`src/rtl/wb_rr_arbiter.sv`:
```
// Four-master to one-slave Wishbone round-robin arbiter with registered one-hot grant.
// Optional stalled-strobe bus-error timeout is enabled by defining WB_ARB_TIMEOUT_EN.
module wb_rr_arbiter #(
  parameter int unsigned timeout_cycles = 255
) (
  input  logic         clk,
  input  logic         reset,
  input  logic [127:0] m_adr_i,
  input  logic [127:0] m_dat_i,
  input  logic [15:0]  m_sel_i,
  input  logic [3:0]   m_we_i,
  input  logic [3:0]   m_cyc_i,
  input  logic [3:0]   m_stb_i,
  output logic [31:0]  m_dat_o,
  output logic [3:0]   m_ack_o,
  output logic [3:0]   m_err_o,
  output logic [31:0]  s_adr_o,
  output logic [31:0]  s_dat_o,
  output logic [3:0]   s_sel_o,
  output logic         s_we_o,
  output logic         s_cyc_o,
  output logic         s_stb_o,
  input  logic [31:0]  s_dat_i,
  input  logic         s_ack_i,
  output logic [3:0]   grant_o
);

  if (timeout_cycles < 2 || timeout_cycles > 65535) begin : g_bad_timeout
    $error("timeout_cycles must be in 2..65535");
  end

`ifdef WB_ARB_TIMEOUT_EN
  typedef enum logic [1:0] {StIdle, StBusy, StErr} state_e;
  localparam logic [15:0] TimeoutLast = 16'(timeout_cycles - 1);
  logic [15:0] cnt_q;
`else
  typedef enum logic [1:0] {StIdle, StBusy} state_e;
`endif

  state_e     state_q;
  logic [3:0] grant_q;
  logic [1:0] last_q;
  logic [1:0] pick;
  logic       busy;

  // Search from the master after the last winner, wrapping at 4.
  always_comb begin
    logic found;
    logic [1:0] cand;
    pick  = last_q;
    found = 1'b0;
    for (int i = 1; i <= 4; i++) begin
      cand = last_q + 2'(i);
      if (!found && m_cyc_i[cand]) begin
        pick  = cand;
        found = 1'b1;
      end
    end
  end

  // last_q doubles as the granted index while a grant is held.
  always_ff @(posedge clk or posedge reset) begin
    if (reset) begin
      state_q <= StIdle;
      grant_q <= '0;
      last_q  <= 2'd3;
`ifdef WB_ARB_TIMEOUT_EN
      cnt_q   <= '0;
`endif
    end else begin
      unique case (state_q)
        StIdle: begin
          if (|m_cyc_i) begin
            state_q <= StBusy;
            grant_q <= 4'(1) << pick;
            last_q  <= pick;
`ifdef WB_ARB_TIMEOUT_EN
            cnt_q   <= '0;
`endif
          end
        end
        StBusy: begin
          if (!m_cyc_i[last_q]) begin
            state_q <= StIdle;
            grant_q <= '0;
          end
`ifdef WB_ARB_TIMEOUT_EN
          else if (s_ack_i) begin
            cnt_q <= '0;
          end else if (m_stb_i[last_q]) begin
            cnt_q <= cnt_q + 16'd1;
            if (cnt_q == TimeoutLast) state_q <= StErr;
          end
`endif
        end
`ifdef WB_ARB_TIMEOUT_EN
        StErr: begin
          state_q <= StIdle;
          grant_q <= '0;
        end
`endif
        default: begin
          state_q <= StIdle;
          grant_q <= '0;
        end
      endcase
    end
  end

  assign busy    = (state_q == StBusy);
  assign grant_o = grant_q;
  assign m_dat_o = s_dat_i;

  always_comb begin
    s_adr_o = '0;
    s_dat_o = '0;
    s_sel_o = '0;
    s_we_o  = 1'b0;
    s_cyc_o = 1'b0;
    s_stb_o = 1'b0;
    m_ack_o = '0;
    if (busy) begin
      s_adr_o = m_adr_i[{last_q, 5'd0} +: 32];
      s_dat_o = m_dat_i[{last_q, 5'd0} +: 32];
      s_sel_o = m_sel_i[{last_q, 2'd0} +: 4];
      s_we_o  = m_we_i[last_q];
      s_cyc_o = m_cyc_i[last_q];
      s_stb_o = m_stb_i[last_q];
      m_ack_o = grant_q & {4{s_ack_i}};
    end
  end

`ifdef WB_ARB_TIMEOUT_EN
  assign m_err_o = (state_q == StErr) ? grant_q : 4'b0000;
`else
  assign m_err_o = 4'b0000;
`endif

endmodule

```
`config.mk`:
```
export PLATFORM = sky130hd
export DESIGN_NAME = wb_rr_arbiter
export DESIGN_NICKNAME = d
export VERILOG_FILES = /design/src/rtl/wb_rr_arbiter.sv
export SDC_FILE = /design/constraint.sdc
export NUM_CORES = 1
export LEC_CHECK = 0
export ABC_AREA = 1
export CAP_MARGIN = 0
export CORE_AREA = 4 4 166 168
export DETAILED_ROUTE_END_ITERATION = 12
export DIE_AREA = 0 0 170 172
export GPL_TIMING_DRIVEN = 0
export REMOVE_ABC_BUFFERS = 1
export SLEW_MARGIN = 10
export SYNTH_ARGS = -nofsm -noshare
export SYNTH_HDL_FRONTEND = slang
export SYNTH_SLANG_ARGS = --single-unit
```
`constraint.sdc`:
```
create_clock -name clk -period 4.9 [get_ports clk]
set_clock_uncertainty 0.1 [all_clocks]
set_input_delay 0.49 -clock clk [delete_from_list [all_inputs] [get_ports clk]]
set_output_delay 0.49 -clock clk [all_outputs]
set_load 0.1 [all_outputs]
```
==> results.json <==
{
  "synthFlopType": "dfrtp_1",
  "timing.fmax_ghz": 0.212,
  "fp.dieArea_sq_um": 29200,
  "synth_top_area_share_pct": 26.6,
  "cts_max_level": 1,
  "maxSlewViolCount": 0,
  "crit_buf_inv": 4,
  "first_iter_violations": 204,
  "syn_area_per_cell_sq_um": 5.91,
  "gp_congestion": 0.805,
  "antenna_found_initial": 1,
  "crit_fanout": 78,
  "cts_buffer_depth": 2,
  "cpLargestDelayFamily": "buffers and inverters",
  "slowest_stage": "clkdlybuf4s50_1",
  "grt_pass1_vias": 4861,
  "num_rows": 59,
  "fin_area_sq_um": 6540,
  "yosys.area.top_type": "nand3_1",
  "drc": 0,
  "hpwl_mm": 16.1,
  "firstDrtPassIters": 4,
  "synthTopCellsByCount": "nand3_1, a31oi_1, a22oi_1",
  "yosysSeqAreaShare_pct": 6.34,
  "die_x_microns": 170,
  "tns_ns": 0,
  "drive_gt1_share_pct": 3.95,
  "cts_tree": "yes",
  "track_usage_pct": 12.5,
  "initial_core_util_pct": 10.8,
  "vias_per_cell": 4.47,
  "final_net_count": 1079,
  "path_cells": "buf_12, inv_6, nand2_2, inv_4, a22oi_1, a31oi_1, clkdlybuf4s50_1",
  "place_area_sq_um": 6450,
  "end_kind": "output pin",
  "rsz0062_at_grt": "no",
  "crit_path_start_kind": "flop",
  "netlist_area_sq_um": 2800,
  "synth_edf_count": 0,
  "clock_sinks": 7,
  "grt_max_degree": 79,
  "crit_arrival_ns": 4.13,
  "period_share_pct": 96.3,
  "clk_latency_ns": 0.23,
  "synthToLayoutAreaGrowth_pct": 134,
  "maxCapViolCount": 0,
  "numCtsBuffers": 3,
  "grt_overflow_total": 0,
  "vias": 4894,
  "yosysWarnings": 0,
  "core_sq_um": 25900,
  "fin_ws_ns": 0.181,
  "ant_nets": 0,
  "relSlewSlack_pct": 29.7,
  "hold_path_class": "in2async",
  "finalSetupViolCount": 0,
  "synthCells": 474,
  "die_y_microns": 172,
  "nFillCells": 2910,
  "leakage_nw": 2.24,
  "wl_per_cell_microns": 18.7,
  "dp_slack_ns": 0.372,
  "finalHoldViolCount": 0,
  "synth-async-reset-ratio_pct": 100,
  "crit_path_max_incr_delay_ns": 1.20,
  "yosys.cell_count.top_type": "nand3_1",
  "synthTopCellsByArea": "nand3_1, a22oi_1, a31oi_1, buf_4, nand2_1",
  "port_buffers": 365,
  "hold_buffers": 0,
  "min_period_ns": 4.72,
  "tightest_slew_ns": 1.05,
  "synth.ff_latch_count": 7,
  "yosysUniqueCellTypes": 25,
  "whs_ns": 0.408,
  "clkTransAtPathRegs_ns": 0.04,
  "critPathRequiredTime_ns": 4.31,
  "io_pins": 434,
  "grt_pass1_wl_mm": 28.5,
  "wirelength_mm": 20.5,
  "root_buffer": "clkbuf_16",
  "ir_drop_mv": 0.474,
  "status": "finished, final reports clean",
  "path_class": "reg2out",
  "powerDensity_nw_per_um2": 887
}
==> layer usage <==
metal  routed length, microns  global-route usage (%)  share of wire [%]  up-vias
li1                         -                       -                  -     2324
met1                     8210                    14.8                 40     2228
met2                     9120                    20.2                 44      316
met3                     2680                    6.40                 13       24
met4                      372                    2.67                1.8        2
met5                      132                    3.34               0.64        -
==> cell families after synthesis <==
group                  share of synthesized area [%]
AO/OA/AOI/OAI                                   35.5
flip-flops                                      6.34
other                                          0.134
AND/OR/NAND/NOR                                 37.3
buffers and inverters                           20.7
==> registers in the layout (all words and copies together) (netlist names) <==
name and count:
last_q 2, state_q 1, grant_o 4
==> cell usage in the layout (no fill, tap or decap) <==
master             n
a21oi_1            1
a22oi_1           70
a31oi_1           71
a41oi_1            1
buf_12             2
buf_16             1
clkbuf_1           1
clkbuf_16          3
clkdlybuf4s50_1  363
conb_1             4
dfrtp_1            5
dfstp_4            2
diode_2            1
dlymetal6s2s_1     2
inv_1             10
inv_2              3
inv_4              3
inv_6              1
nand2_1           41
nand2_2           10
nand2_4            1
nand3_1          149
nand3_2            2
nor2_1             9
nor2_2             1
nor2_4             1
o21ai_0            1
o21ai_1            1
==> repair_timing <==
item	CTS	global route
setup buffers	0	0
gates resized for setup	0	2
setup endpoints to repair	0	2
==> per-stage QoR <==
stage                     instances  total power (W)  util (%)
after floorplan                 387          0.00416         -
after global placement         1087          0.00563      24.6
after detailed placement       1090          0.00569      24.9
after CTS                      1094          0.00585      25.2
after global routing           1095          0.00607      25.2
final                          1095          0.00580      25.2
==> worst paths after layout <==
path | to | slack (ns) | startpoint | cells past startpoint
min reg2reg | grant_o[1] | 0.41 | grant_o[1] | 2
min in group clk | grant_o[1] | 0.41 | grant_o[1] | 2
min | grant_o[2] | 0.41 | reset | 2
max reg2reg | grant_o[0] | 2.19 | last_q[0] | 12
max | s_adr_o[15] | 0.18 | last_q[0] | 7
max in group asynchronous | last_q[0] | 4.02 | reset | 2
==> report_power, final <==
| part | internal [W] | switching, W | total [W] |
|---|---|---|---|
| clock | 0.000108 | 0.0000313 | 0.000140 |
| sequential | 0.0000986 | 0.000163 | 0.000262 |
| combinational | 0.00130 | 0.00410 | 0.00540 |
==> layout make-up <==
cell class | count | area, sq um | share of cell area [%]
inverter | 17 | 76.3 | 1.17
timing repair buffer | 368 | 3730 | 57.0
sequential | 7 | 185 | 2.83
multi-input combinational | 363 | 2050 | 31.4
tap | 335 | 419 | 6.41
clock buffer | 4 | 78.8 | 1.21
antenna | 1 | 2.50 | 0.0383
No activity file was read; power rests on OpenSTA's default activity.
